--- config.mk ---
export PLATFORM = sky130hd
export DESIGN_NAME = pipeline_hazard_ctrl
export DESIGN_NICKNAME = d
export VERILOG_FILES = /design/src/rtl/pipeline_hazard_ctrl.sv
export SDC_FILE = /design/constraint.sdc
export NUM_CORES = 1
export LEC_CHECK = 0
export ABC_AREA = 1
export CORE_MARGIN = 3
export CORE_UTILIZATION = 46
export CTS_CLUSTER_DIAMETER = 50
export DETAILED_ROUTE_END_ITERATION = 16
export MAX_ROUTING_LAYER = met4
export PLACE_DENSITY = 0.89
export RECOVER_POWER = 50
export SYNTH_ARGS = -nofsm -noshare
export SYNTH_HDL_FRONTEND = slang
export SYNTH_SLANG_ARGS = --single-unit
--- constraint.sdc ---
create_clock -name clk -period 1.76 [get_ports clk]
set_clock_uncertainty 0.1 [all_clocks]
set_input_delay 0.352 -clock clk [delete_from_list [all_inputs] [get_ports clk]]
set_output_delay 0.352 -clock clk [all_outputs]
set_load 0.005 [all_outputs]
--- src/rtl/pipeline_hazard_ctrl.sv ---
// rtl/pipeline_hazard_ctrl.sv - stall/flush sequencing for the five-stage pipeline registers and PC
module pipeline_hazard_ctrl #(
    parameter int COMPLEX_LAT = 4,
    parameter int CNT_W       = 32
) (
    input  logic             clk,
    input  logic             rst_b,
    input  logic [4:0]       id_src1,
    input  logic [4:0]       id_src2,
    input  logic             id_uses_src1,
    input  logic             id_uses_src2,
    input  logic             ex_mem_read_en,
    input  logic [4:0]       ex_write_register,
    input  logic             ex_complex,
    input  logic             ex_branch_taken,
    input  logic             ex_halted,
    input  logic             mem_cache_miss,
    input  logic             mem_cache_ready,
    output logic             pc_en,
    output logic             ifid_en,
    output logic             idex_en,
    output logic             exmem_en,
    output logic             ifid_flush,
    output logic             idex_flush,
    output logic             exmem_flush,
    output logic             halted,
    output logic [CNT_W-1:0] stall_cycles
);

    localparam logic [1:0] S_RUN   = 2'd0;
    localparam logic [1:0] S_BUSY  = 2'd1;
    localparam logic [1:0] S_CACHE = 2'd2;
    localparam logic [1:0] S_HALT  = 2'd3;

    // Detect cycle plus COMPLEX_LAT-2 busy cycles plus one release cycle.
    localparam logic [3:0] CX_LOAD = 4'(COMPLEX_LAT - 2);

    logic [1:0]       state_q, state_d;
    logic [3:0]       cnt_q, cnt_d;
    logic [CNT_W-1:0] stall_q, stall_d;
    logic             load_use;

    always_comb begin
        load_use = ex_mem_read_en && (ex_write_register != 5'd0) &&
                   ((id_uses_src1 && (id_src1 == ex_write_register)) ||
                    (id_uses_src2 && (id_src2 == ex_write_register)));
    end

    always_comb begin
        pc_en       = 1'b1;
        ifid_en     = 1'b1;
        idex_en     = 1'b1;
        exmem_en    = 1'b1;
        ifid_flush  = 1'b0;
        idex_flush  = 1'b0;
        exmem_flush = 1'b0;
        state_d     = state_q;
        cnt_d       = cnt_q;

        if (!rst_b) begin
            pc_en       = 1'b0;
            ifid_en     = 1'b0;
            idex_en     = 1'b0;
            exmem_en    = 1'b0;
            ifid_flush  = 1'b1;
            idex_flush  = 1'b1;
            exmem_flush = 1'b1;
            state_d     = S_RUN;
            cnt_d       = 4'd0;
        end else begin
            case (state_q)
                S_RUN: begin
                    if (ex_halted) begin
                        pc_en    = 1'b0;
                        ifid_en  = 1'b0;
                        idex_en  = 1'b0;
                        exmem_en = 1'b0;
                        state_d  = S_HALT;
                    end else if (mem_cache_miss) begin
                        pc_en    = 1'b0;
                        ifid_en  = 1'b0;
                        idex_en  = 1'b0;
                        exmem_en = 1'b0;
                        state_d  = S_CACHE;
                    end else if (ex_complex) begin
                        pc_en       = 1'b0;
                        ifid_en     = 1'b0;
                        idex_en     = 1'b0;
                        exmem_flush = 1'b1;
                        cnt_d       = CX_LOAD;
                        state_d     = S_BUSY;
                    end else if (ex_branch_taken) begin
                        ifid_flush = 1'b1;
                        idex_flush = 1'b1;
                    end else if (load_use) begin
                        pc_en      = 1'b0;
                        ifid_en    = 1'b0;
                        idex_flush = 1'b1;
                    end
                end
                S_BUSY: begin
                    if (cnt_q != 4'd0) begin
                        pc_en       = 1'b0;
                        ifid_en     = 1'b0;
                        idex_en     = 1'b0;
                        exmem_flush = 1'b1;
                        cnt_d       = cnt_q - 4'd1;
                    end else begin
                        state_d = S_RUN;
                    end
                end
                S_CACHE: begin
                    if (!mem_cache_ready) begin
                        pc_en    = 1'b0;
                        ifid_en  = 1'b0;
                        idex_en  = 1'b0;
                        exmem_en = 1'b0;
                    end else begin
                        state_d = S_RUN;
                    end
                end
                default: begin
                    pc_en    = 1'b0;
                    ifid_en  = 1'b0;
                    idex_en  = 1'b0;
                    exmem_en = 1'b0;
                end
            endcase
        end

        stall_d = stall_q;
        if (!pc_en && (state_q != S_HALT) && (state_d != S_HALT) && (stall_q != '1)) begin
            stall_d = stall_q + 1'b1;
        end
    end

    always_ff @(posedge clk) begin
        if (!rst_b) begin
            state_q <= S_RUN;
            cnt_q   <= 4'd0;
            stall_q <= '0;
        end else begin
            state_q <= state_d;
            cnt_q   <= cnt_d;
            stall_q <= stall_d;
        end
    end

    assign halted       = (state_q == S_HALT);
    assign stall_cycles = stall_q;

endmodule

Yosys cells after proc, flatten, opt, wreduce, memory -nomap -nowiden

Index checks and enable logic that the tools add are counted.

$add $sub $neg: 2
Equality and inequality tests: 12
Mux-type cells: 49
Reduce and logical (&&, ||, !) cells: 14

Operator list:

| cell                                              | number |
|---|---|
| 2-to-1 mux 1 bit                                  | 33 |
| adder 32 x 1 -> 32 bit (second input constant)    | 1 |
| != test 32 bit (second input constant)            | 1 |
| 2-to-1 mux 4 bit                                  | 4 |
| 2-to-1 mux 2 bit                                  | 6 |
| != test 2 bit (second input constant)             | 6 |
| == test 5 bit                                     | 2 |
| one-hot mux 1 bit (3 select lines)                | 3 |
| one-hot mux 4 bit (2 select lines)                | 1 |
| logical AND 1 bit                                 | 7 |
| one-hot mux 2 bit (3 select lines)                | 1 |
| AND reduction 5 bit                               | 1 |
| nonzero test 5 bit                                | 1 |
| == test 2 bit (second input constant)             | 2 |
| nonzero test 4 bit                                | 1 |
| subtractor 4 x 1 -> 4 bit (second input constant) | 1 |
| == test 2 x 1 -> 1 bit (second input constant)    | 1 |
| logical NOT 2 bit                                 | 1 |
| one-hot mux 1 bit (2 select lines)                | 1 |
| nonzero test 2 bit                                | 1 |
| logical NOT 1 bit                                 | 1 |
| logical OR 1 bit                                  | 1 |

Register bits: 38
Bits of input ports: 25
Output and inout port bits: 40
Logic and storage cells: 80

Longest topological paths before layout

Word-level depth: 15
Gate-level depth with buffers: 12
Gate-level depth less buffers: 12

Worst setup path before layout

No wires, ideal clock.

Path kind: register to register
Start point: reg stall_q[0] (netlist: stall_cycles[0])
End point: reg stall_q[10] (netlist: stall_cycles[10])
Setup time: 0.132 ns
Arrival: 1.657 ns
Required time: 1.528 ns
Path slack: -0.129 ns
Stages on the path, launching flop included: 11
Path buffers: 2
Clock period less this slack: 1.889 ns
Path through: dfxtp_1 -> ha_1 -> buf_2 -> inv_2 -> nor2_4 -> nand2_2 -> nor2_4 -> nand4_4 -> clkbuf_1 -> nand4_1 -> a21oi_1

Longest elaborated chain between the ends: 2
Elaborated cells on any way between the ends: 3
Those cells by class: add/sub: 1; eq/ne: 1; reduce/logical: 1

RTL lines:

| item                                                                           | RTL line | RTL |
|---|---|---|
| start, declared                                                                | 40       | `logic [CNT_W-1:0] stall_q, stall_d;` |
| start signal, assigned                                                         | 145      | `stall_q <= stall_d;` |
| parallel branches: the longest is 2 deep, another holds adder 32 x 1 -> 32 bit | -        |  |

Several ways; the timed one is not identified.
A chain may end at the register's enable or synchronous reset.

Final worst setup path

Start point: reg cnt_q[1]
End point: reg stall_q[1] (netlist: stall_cycles[1])

Longest elaborated chain between the ends: 8
Elaborated cells on any way between the ends: 12
Those cells by class: eq/ne: 1; mux: 6; reduce/logical: 5

RTL lines:

| item                                | RTL line | RTL |
|---|---|---|
| start, declared                     | 39       | `logic [3:0] cnt_q, cnt_d;` |
| start signal, assigned              | 144      | `cnt_q <= cnt_d;` |
| nonzero test 4 bit (*)              | 102      | `if (cnt_q != 4'd0) begin` |
| 2-to-1 mux 1 bit                    | 102      |  |
| one-hot mux 1 bit (3 select lines)  | 71       | `case (state_q)` |
| 2-to-1 mux 1 bit                    | 60       | `if (!rst_b) begin` |
| logical NOT 1 bit                   | 132      | `if (!pc_en && (state_q != S_HALT) && (state_d != S_HALT) && (stall_q != '1)) begin` |
| logical AND 1 bit                   | 132      |  |
| logical AND 1 bit (*) (2 in series) | 132      |  |

Mark *: on every way between the ends. The rest lies on a longest branch, timed or not.

==> results.md <==
- Port bufs: 64
- Final setup vio count: 39
- Chip width: 83.7 microns
- DRT iter0 DRCs: 593
- Initial Utilization: 0.490
- Reg-to-reg setup timing slack: -0.39 ns
- Final std cells w/o fill: a little under 700
- Leakage: 1.90 nW
- WL final: 12300 microns
- Number of buffers created by CTS: 5
- Power density cells: 619 nW/um^2
- Initial DRT Pass Iterations: 9
- Crit start category: flip-flop
- Primary FF master, synth: dfxtp_1
- RePlAce Congestion: 1.05
- Min Tclk post-route: between 2 and 2.5 ns
- Nets: 633
- Total grt overflow: 0
- Worst Min Path Start: stall_cycles[24]$_SDFFE_PN0P_
- Data arrival time of the worst path: 2.27 ns
- Class of the worst hold path: reg -> reg
- Layout cells sized above 1: 0.373
- R2r worst-path depth: 13
- Vias in the first global route: 3756
- IO Count: 65
- # clock sinks: 38
- Core area: 5680 sq um
- Worst setup path class: reg -> reg
- Initial antenna violation count: 0
- Final period utilization: 1.22
- CP max-delay cell: dfxtp_2
- Synthesis warning total: 0
- Worst Hold End: stall_cycles[24]$_SDFFE_PN0P_
- Register area share after synthesis: 0.274
- Via density: roughly 6
- DIE HEIGHT: 83.7 microns
- Area leader, netlist: dfxtp_1
- Critical-path cell list: inv_2 > ha_4 > nand3_4 > buf_6 > o21ai_2 > nand2_1 > nand3_2 > nand2_2 > inv_4 > buf_4 > buf_12 > nand4_1 > a21oi_2
- Largest net degree at the start of global routing: 35
- Hold path cells: 2
- CTS Root Cell: clkbuf_8
- CP required: 1.88 ns
- RSZ-0062 raised after global routing: true
- Syn Inst Count: roughly 470
- Clock latency on the worst-skew pair: 0.30 ns
- Area Growth Syn to Fin: 60.3%
- Pwr Total: 0.00276 W
- Crit path max fanout: 14
- Buf+Inv Stages, Crit Path: 5
- DIE AREA: between 7000 and 8000 sq um
- Post-Syn Area per Cell: ~5.9 sq um
- Post-layout worst setup margin: -0.389 ns
- Max-cap viol count: 0
- Top Family by Delay on Critical Path: buffers and inverters
- CP max stage delay: 0.34 ns
- EDFF count, synth: 0
- Worst vdd ir: 396 uV
- Placed insts: 649
- # DRC: 0
- # rows: 27
- Via count: 4138
- FMAX: 465 MHz
- Antenna Nets Post-Route: 0
- Yosys reg bits: 38
- CP Capture Type: flip-flop
- Status: finished, violations left
- Slew @ Worst Pin: 0.476 ns
- Reg-to-reg startpoint: cnt_q[1]$_SDFFE_PN0P_
- Critical R2R Capture: stall_cycles[1]$_SDFFE_PN0P_
- Cell Area, Synth: 2780 sq um
- Failing checks: negative setup slack
- Clock transition at path regs: approximately 0.080 ns
- Synth top area share: 0.274
- Worst Setup SP: cnt_q[1]$_SDFFE_PN0P_
- Syn Nets: 499
- Diode count: 0
- Slew margin rel.: 0.682
- Avg WL per Cell: 18.2 microns
- Detail Placement HPWL: approximately 6700 microns
- Hold Buf Count CTS: 0
- CTS tree: built
- Synth top area cells: dfxtp_1 (27%), nand2_1 (24%), nor2_1 (8.9%), nand4_1 (7.7%), a21oi_1 (6.3%)
- Post-synth cell types: 28
- All-layer global routing usage: 0.308
- Final Hold Fails: 0
- CTS max path bufs: 2
- Fraction of registers with async set/reset: 0
- Number of H-tree levels: 2
- Max-slew violation total from the final report: 0
- First-pass GRT wire length: around 17000 microns
==> timing repair <==
item | 4_1_cts | 5_1_grt
pin swaps | 24 | 37
resized for setup | 129 | 90
endpoints found under the setup margin | 43 | 54
cloned | 2 | 0
buffers inserted | 13 | 10
==> tightest hold or removal path: stages, from the launching register on <==
cell	delay (ns)
dfxtp_2	0.35
nand2_2	0.06
a21oi_1	0.05
==> metrics by stage <==
step / setup slack (ns) / util / cell area, sq um / TNS [ns] / hold slack [ns]
finish: -0.389 / 0.785 / 4460 / -9.82 / 0.401
global route: -0.483 / 0.785 / 4460 / -12.53 / 0.426
CTS: -0.209 / 0.756 / 4290 / -6.33 / 0.405
detailed placement: -0.706 / 0.692 / 3930 / -21.39 / 0.392
global placement: -0.671 / 0.692 / 3930 / -19.24 / 0.382
floorplan: 0.00185 / - / 2840 / 0 / 0.371
==> power breakdown <==
group / internal, W / switching, W / total, W
logic: 0.000544 / 0.000623 / 0.00117
registers: 0.000900 / 0.0000359 / 0.000936
clock network: 0.000317 / 0.000339 / 0.000655
total: 0.00176 / 0.000997 / 0.00276
==> kinds of logic after synthesis <==
group / synth area share
buf+inv: 0.0937
compound gates: 0.0819
flops: 0.274
simple gates: 0.490
xor+xnor: 0.0473
fa+ha+maj: 0.0135
==> metal layers <==
metal	vias up	wire length (microns)	GRT usage
met2	369	5740	0.534
met5	-	0	-
met1	1854	4280	0.335
li1	1784	-	-
met4	0	954	0.139
met3	131	1330	0.0701
==> cells in the final DEF (no fill, tap or decap), drive strengths merged <==
cell,n
a211oi,1
a21oi,35
a31o,1
a31oi,1
buf,96
clkbuf,14
clkdlybuf4s50,32
clkinv,3
dfxtp,38
dlygate4sd2,7
dlymetal6s2s,3
ha,3
inv,40
nand2,178
nand3,13
nand3b,11
nand4,35
nor2,69
nor3,5
o21ai,6
xnor2,4
xor2,11
==> cell type report <==
| type | instances | area, sq um |
|---|---|---|
| Tap cell | 72 | 90.1 |
| Inverter | 42 | 160 |
| Clock buffer | 7 | 86.3 |
| Sequential cell | 38 | 796 |
| Timing Repair Buffer | 145 | 1280 |
| Clock inverter | 1 | 5.00 |
| Fill cell | 356 | 1220 |
| Multi-Input combinational cell | 373 | 2030 |
==> flip-flops by register name, summed over array words and instances (netlist names) <==
signal and cells:
stall_cycles 32, state_q 2, cnt_q 4
==> cell usage after synthesis, types with 3 or more instances <==
library cell / n
dfxtp_1: 38
inv_1: 28
nand3b_1: 11
nor2_1: 66
xnor2_1: 4
clkbuf_1: 7
inv_2: 12
nand2_1: 176
nand3_1: 12
xor2_1: 11
nor3_1: 5
a21oi_1: 35
o21ai_0: 4
buf_6: 3
nand4_1: 34
buf_2: 7
ha_1: 3
==> how the worst max path moves through the flow <==
stage	end	depth (start not counted)
floorplan	pc_en	10
global placement	pc_en	11
detailed placement	ifid_en	11
CTS	ifid_en	10
global route	stall_cycles[1]$_SDFFE_PN0P_	13
finish	stall_cycles[1]$_SDFFE_PN0P_	13
(Power assumes the default switching activity.)
